### config.mk
export PLATFORM = sky130hd
export DESIGN_NAME = instr_fifo
export DESIGN_NICKNAME = d
export VERILOG_FILES = /design/src/rtl/instr_fifo.sv
export SDC_FILE = /design/constraint.sdc
export NUM_CORES = 2
export LEC_CHECK = 0
export BUFFER_PORTS_ARGS = -buffer_cell sky130_fd_sc_hd__buf_2
export CORE_MARGIN = 1
export CORE_UTILIZATION = 47
export DETAILED_ROUTE_END_ITERATION = 10
export SLEW_MARGIN = 20
export SYNTH_ARGS = -nofsm -noshare
export SYNTH_HDL_FRONTEND = slang
export SYNTH_SLANG_ARGS = --single-unit
### constraint.sdc
create_clock -name clk -period 7.3 [get_ports clk]
set_input_delay 0.73 -clock clk [delete_from_list [all_inputs] [get_ports clk]]
set_output_delay 0.73 -clock clk [all_outputs]
set_load 0.1 [all_outputs]
### src/rtl/instr_fifo.sv
// Instruction queue for the TPU control path: stages an 80-bit instruction
// from three host-written pieces and queues it in a first-word-fall-through FIFO.

package instr_fifo_pkg;
    typedef logic [31:0] word_type;
    typedef logic [15:0] halfword_type;
    typedef logic [79:0] instr_type;
endpackage

module instr_fifo
    import instr_fifo_pkg::*;
#(
    parameter int FIFO_DEPTH = 32
) (
    input  logic         clk,
    input  logic         rst,
    input  word_type     lower_word,
    input  word_type     middle_word,
    input  halfword_type upper_word,
    input  logic [2:0]   write_en,
    output instr_type    data_out,
    input  logic         next_en,
    output logic         empty,
    output logic         full
);

    localparam int PTR_W   = (FIFO_DEPTH > 1) ? $clog2(FIFO_DEPTH) : 1;
    localparam int COUNT_W = $clog2(FIFO_DEPTH + 1);

    localparam logic [PTR_W-1:0]   PTR_LAST   = PTR_W'(FIFO_DEPTH - 1);
    localparam logic [COUNT_W-1:0] COUNT_FULL = COUNT_W'(FIFO_DEPTH);

    word_type     lower_q, lower_d;
    word_type     middle_q, middle_d;
    halfword_type upper_q, upper_d;
    logic [2:0]   valid_q, valid_d;

    logic [PTR_W-1:0]   rd_ptr_q, rd_ptr_d;
    logic [PTR_W-1:0]   wr_ptr_q, wr_ptr_d;
    logic [COUNT_W-1:0] count_q, count_d;

    instr_type mem_q [FIFO_DEPTH];

    word_type     lower_asm;
    word_type     middle_asm;
    halfword_type upper_asm;
    instr_type    assembled;
    logic         complete;
    logic         do_pop;
    logic         can_accept;
    logic         do_push;

    // Pieces strobed this cycle bypass staging so a final piece pushes on its own edge.
    always_comb begin
        lower_asm  = write_en[0] ? lower_word  : lower_q;
        middle_asm = write_en[1] ? middle_word : middle_q;
        upper_asm  = write_en[2] ? upper_word  : upper_q;
        assembled  = {upper_asm, middle_asm, lower_asm};
        complete   = &(valid_q | write_en);
        do_pop     = next_en && (count_q != '0);
        can_accept = (count_q != COUNT_FULL) || do_pop;
        do_push    = complete && can_accept;
    end

    always_comb begin
        lower_d  = lower_asm;
        middle_d = middle_asm;
        upper_d  = upper_asm;
        valid_d  = do_push ? 3'b000 : (valid_q | write_en);
    end

    always_comb begin
        rd_ptr_d = rd_ptr_q;
        wr_ptr_d = wr_ptr_q;
        count_d  = count_q;
        if (do_pop) begin
            rd_ptr_d = (rd_ptr_q == PTR_LAST) ? '0 : rd_ptr_q + 1'b1;
        end
        if (do_push) begin
            wr_ptr_d = (wr_ptr_q == PTR_LAST) ? '0 : wr_ptr_q + 1'b1;
        end
        if (do_push && !do_pop) begin
            count_d = count_q + 1'b1;
        end else if (do_pop && !do_push) begin
            count_d = count_q - 1'b1;
        end
    end

    always_ff @(posedge clk or posedge rst) begin
        if (rst) begin
            lower_q  <= '0;
            middle_q <= '0;
            upper_q  <= '0;
            valid_q  <= '0;
            rd_ptr_q <= '0;
            wr_ptr_q <= '0;
            count_q  <= '0;
        end else begin
            lower_q  <= lower_d;
            middle_q <= middle_d;
            upper_q  <= upper_d;
            valid_q  <= valid_d;
            rd_ptr_q <= rd_ptr_d;
            wr_ptr_q <= wr_ptr_d;
            count_q  <= count_d;
        end
    end

    // Storage is unreset; data_out is masked while empty so stale entries never leak.
    always_ff @(posedge clk) begin
        if (do_push) begin
            mem_q[wr_ptr_q] <= assembled;
        end
    end

    always_comb begin
        empty    = (count_q == '0);
        full     = (count_q == COUNT_FULL);
        data_out = empty ? '0 : mem_q[rd_ptr_q];
    end

endmodule

### After elaboration in Yosys (flattened, before gate mapping)

Memories as Yosys holds them, arrays and structs flattened.
Index checks and enable logic that the tools add are counted.

* register bits: 99
* memories: 1
* output and inout port bits: 82
* RAM bits: 2560

* equal/unequal tests: 4
* bitwise operators: 1
* reduce and logical (&&, ||, !) cells: 11
* muxes and demuxes: 11
* $add $sub $neg: 4

Memory list
* mem_q: words 32, width 80, read ports 1, clocked after Yosys merged registers in 0, wr ports 1, line 42 `instr_type mem_q [FIFO_DEPTH];`

Operators by type and width (number)
* $mux W80: 1
* $mux W32: 2
* $mux W16: 1
* $mux W6: 2
* $add A5 B1 Y5 const B: 2
* $eq A5 B5 Y1 const B: 2
* $mux W5: 2
* $add A6 B1 Y6 const B: 1
* $eq A6 B6 Y1 const B: 1
* $logic_not A6 Y1: 1
* $ne A6 B6 Y1 const B: 1
* $reduce_bool A6 Y1: 1
* $sub A6 B1 Y6 const B: 1
* $logic_and A1 B1 Y1: 4
* $mux W3: 1
* $or A3 B3 Y3: 1
* $reduce_and A3 Y1: 1
* $logic_not A1 Y1: 2
* $mux W1: 2
* $reduce_bool A2 Y1: 1
* $logic_or A1 B1 Y1: 1

### Longest topological paths before layout

* depth after elaboration: 8
* mapped depth: 12

### Worst setup path after synthesis

OpenSTA, ideal clock, no wires.

* kind: input port to flip-flop
* from: input write_en[2]
* to: memory mem_q[5][0] (netlist bit), enable pin
* setup time: 528 ps
* data required time: 6772 ps
* data arrival time: 5555 ps
* stages: 5
* setup slack: 1218 ps
* path through: clkbuf_1 nor2_1 nor3_1 nand3_1 nor2b_1

* longest elaborated chain between the ends: 5

Ends and longest elaborated chain
* start, declared: line 20 `input logic [2:0] write_en,`
* $or A3 B3 Y3: line 59 `complete = &(valid_q | write_en);`
* $reduce_and A3 Y1: line 59
* $logic_and A1 B1 Y1: line 62 `do_push = complete && can_accept;`
* $mux W1: line 111 `if (do_push) begin`
* $mux W1 (implied by the code): line 112 `mem_q[wr_ptr_q] <= assembled;`
* end, declared: line 42

Every way passes these cells.

### Final worst setup path

* from: register rd_ptr_q[1]
* to: output data_out[38]

* longest elaborated chain between the ends: 2

Ends and longest elaborated chain
* start, declared: line 38 `logic [PTR_W-1:0] rd_ptr_q, rd_ptr_d;`
* start signal, assigned: line 103 `rd_ptr_q <= rd_ptr_d;`
* $mem_v2 Z32 W80
* $mux W80: line 119 `data_out = empty ? '0 : mem_q[rd_ptr_q];`
* end, declared: line 21 `output instr_type data_out,`

Every way passes these cells.

==> impl_metrics.csv <==
group,metric,value,unit
synth,synthCells,4445,
synth,ys_seq_elements,2659,
power,ir_worst_vdd,0.551,mV
routing,drc_errors,30,
synth,yosysMostFrequentCell,"edfxtp_1",
timing,finalMaxSlewViolations,0,
synth,syn-num-nets,4544,
timing,setup_viol,0,
layout,drive_gt1_share,27.1,%
die,die_area,0.216,mm2
die,rows,169,
synth,synth_async_sr_flop_share,3.72,%
synth,synth_top_area_cell,"edfxtp_1",
routing,drt_wl_total,258000,um
layout,layout.cells.non_filler,7804,
global_route,antenna_found_initial,14,
worst_setup_path,worstPathArrival,5.42,ns
synth,synth_cell_type_count,52,
routing,dr.pass1.iters,9,
layout,utilization,54.0,%
clock_network,insertion_delay,0.92,ns
worst_setup_path,worstSetupPathType,"register to primary output",
global_route,grt_max_degree,130,
min_path,hp-class,"primary input to register",
routing,ant_nets,0,
layout,fin_nets,4875,
clock_network,cts_buffers,289,
synth,synth_top_area_share,76.3,%
synth,synth-edff-count,2560,
worst_setup_path,crit_required,6.57,ns
synth,synth_common_cells,"edfxtp_1 (2,560), mux4_2 (529), mux2i_1 (273), clkbuf_1 (144), a22o_1 (126)",
synth,synth_top_cells_by_area,"edfxtp_1 (76%), mux4_2 (12%), mux2i_1 (2.7%)",
clock_network,tritoncts,"built",
power,powerDensity,415,mW/mm2
layout,nFillCells,16100,
clock_network,clockBufferDepth,4,
die,io_pins,168,
clock_network,cts.sink_count,2659,
timing,rsz0062_at_grt,"false",
clock_network,clkTransAtPathRegs,0.06,ns
die,fp.coreArea,0.213,mm2
timing,max_freq,163,MHz
worst_setup_path,critPathCaptureType,"primary output",
placement,port_buffers,167,
placement,post_dp_cell_area,0.106,mm2
synth,synthFlopType,"edfxtp_1",
layout,layout-area-overhead-vs-synth,13.9,%
timing,fin_skew,0.0448,ns
synth,yosysWarnings,0,
run_status,violations,"DRC",
timing,timing.final.crit_share,84.2,%
routing,avgViaCountPerCell,6.24,
global_route,grt_pass1_vias,49100,
layout,stdcell_area,0.115,mm2
die,initial_core_util,47.4,%
worst_setup_path,worst_path_largest_cell_delay,1.11,ns
timing,fin_tns_setup,0,ns
clock_network,cts_root_buf,"clkbuf_16",
synth,synth.cell_area,0.101,mm2
worst_setup_path,cp_max_fo,54,
timing,final_hold_viol_count,0,
timing,fin_crit,6.15,ns
synth,avgSynthCellArea,22.7,um2
routing,vias,48700,
timing,tightest_slew,1.12,ns
worst_setup_path,crit_top_cell,"buf_4",
global_route,grtUsageTotal,23.9,%
flow_run,cap_violations,0,
run_status,status,"finished with violations",
die,die_x,465,um
worst_setup_path,cp-start-kind,"register",
worst_setup_path,crit_path_cell_trace,"nand3_4 > buf_4 > buf_4 > o22ai_1 > a2111oi_1 > nor3_1 > buf_2",
placement,gp_congestion,0.747,
synth,ys_seq_area_share,78.8,%
global_route,grt_pass1_wl,365000,um
worst_setup_path,cpMaxStageDelayCell,"dfrtp_4",
routing,drt_iter0_markers,5773,
clock_network,cts_max_level,5,
clock_network,post_cts_buffers,0,
timing,slew_headroom,23.5,%
placement,hpwl,133000,um
global_route,overflow,0,
power,leakage,0.0365,uW
placement,dp_cells,7303,
die,die_height,465,um
routing,wire_per_inst,33.0,um
==> registers in the layout, indices dropped and copies added, names as in the netlist <==
name	cells
upper_q	16
count_q	6
rd_ptr_q	5
valid_q	3
middle_q	32
mem_q	2560
wr_ptr_q	5
lower_q	32
==> per-stage QoR <==
stage	setup slack (ns)	power, uW	hold WS (ns)
2_1_floorplan	1.22	29700	0.461
3_3_place_gp	2.18	34000	0.478
3_5_place_dp	2.10	34100	0.487
4_1_cts	1.12	48000	0.327
5_1_grt	0.992	49100	0.361
6_report	1.15	47600	0.350
==> layout make-up <==
type / instances / area (um2) / area share (%)
Clock inverter: 136 / 1230 / 1.08
Multi-Input combinational cell: 1518 / 20500 / 17.9
Sequential cell: 2659 / 79400 / 69.2
Tap cell: 2821 / 3530 / 3.08
Timing Repair Buffer: 301 / 2330 / 2.03
Inverter: 7 / 33.8 / 0.0295
Clock buffer: 360 / 7680 / 6.69
Antenna cell: 2 / 5.00 / 0.00436
==> placed cells by master (no fill, tap or decap), types with 23 or more instances in the layout <==
cell and count:
edfxtp_1 2560, mux4_2 529, clkbuf_16 295, mux2i_1 273
buf_2 166, a22o_1 126, o22ai_1 98, buf_4 97
dfrtp_1 94, mux2_2 83, a2111oi_0 70, nor3_1 65
a211oi_1 61, clkbuf_1 60, clkinv_1 54, o221ai_1 46
clkinv_2 46, buf_12 34, nor2_4 30, bufinv_16 23
==> cell families after synthesis <==
kind of cell | after synthesis | share of synthesized area (%)
adder cells (fa/ha/maj) | 13 | 0.169
AND/OR/NAND/NOR | 162 | 0.805
multiplexers | 886 | 15.5
AO/OA/AOI/OAI | 453 | 3.55
XOR/XNOR | 4 | 0.0348
buffers and inverters | 268 | 1.15
flip-flops | 2659 | 78.8
==> power by group <==
group          internal [uW]  switching, uW  leakage, uW
combinational           4610          10700      0.00791
clock                   8240           5720      0.00437
sequential             17900            440       0.0242
==> metal layers <==
| metal | up-vias | GRT usage, % | wire length (um) |
|---|---|---|---|
| li1 | 19700 | - | - |
| met1 | 26400 | 34.7 | 108000 |
| met2 | 2156 | 37.1 | 122000 |
| met3 | 382 | 5.01 | 22100 |
| met4 | 0 | 6.03 | 5830 |
| met5 | - | 0 | 0 |
==> what timing repair did <==
action | 4_1_cts | 5_1_grt
gates resized for setup | 0 | 0
endpoints found under the hold margin | 54 | 0
hold buffers | 1 | 0
==> worst paths after layout <==
| check | depth (start not counted) | endpoint | startpoint | slack, ns |
|---|---|---|---|---|
| worst min-delay path | 3 | valid_q[1] | write_en[1] | 0.35 |
| min in group asynchronous | 3 | middle_q[14] | rst | 0.49 |
| worst max register to register | 5 | mem_q[26][45] | valid_q[2] | 3.33 |
| worst min register to register | 2 | valid_q[0] | valid_q[0] | 0.50 |
| worst max-delay path | 7 | data_out[38] | rd_ptr_q[1] | 1.15 |
| max in group asynchronous | 4 | rd_ptr_q[0] | rst | 5.35 |
==> worst max-delay path, delay by kind of cell (launching register included) <==
kind,cells,cell delay [ns]
AOI/OAI and AO/OA,2,0.26
DFF,1,1.11
buffers and inverters,3,1.45
and+or+nand+nor,2,1.61
(Power assumes the default switching activity.)
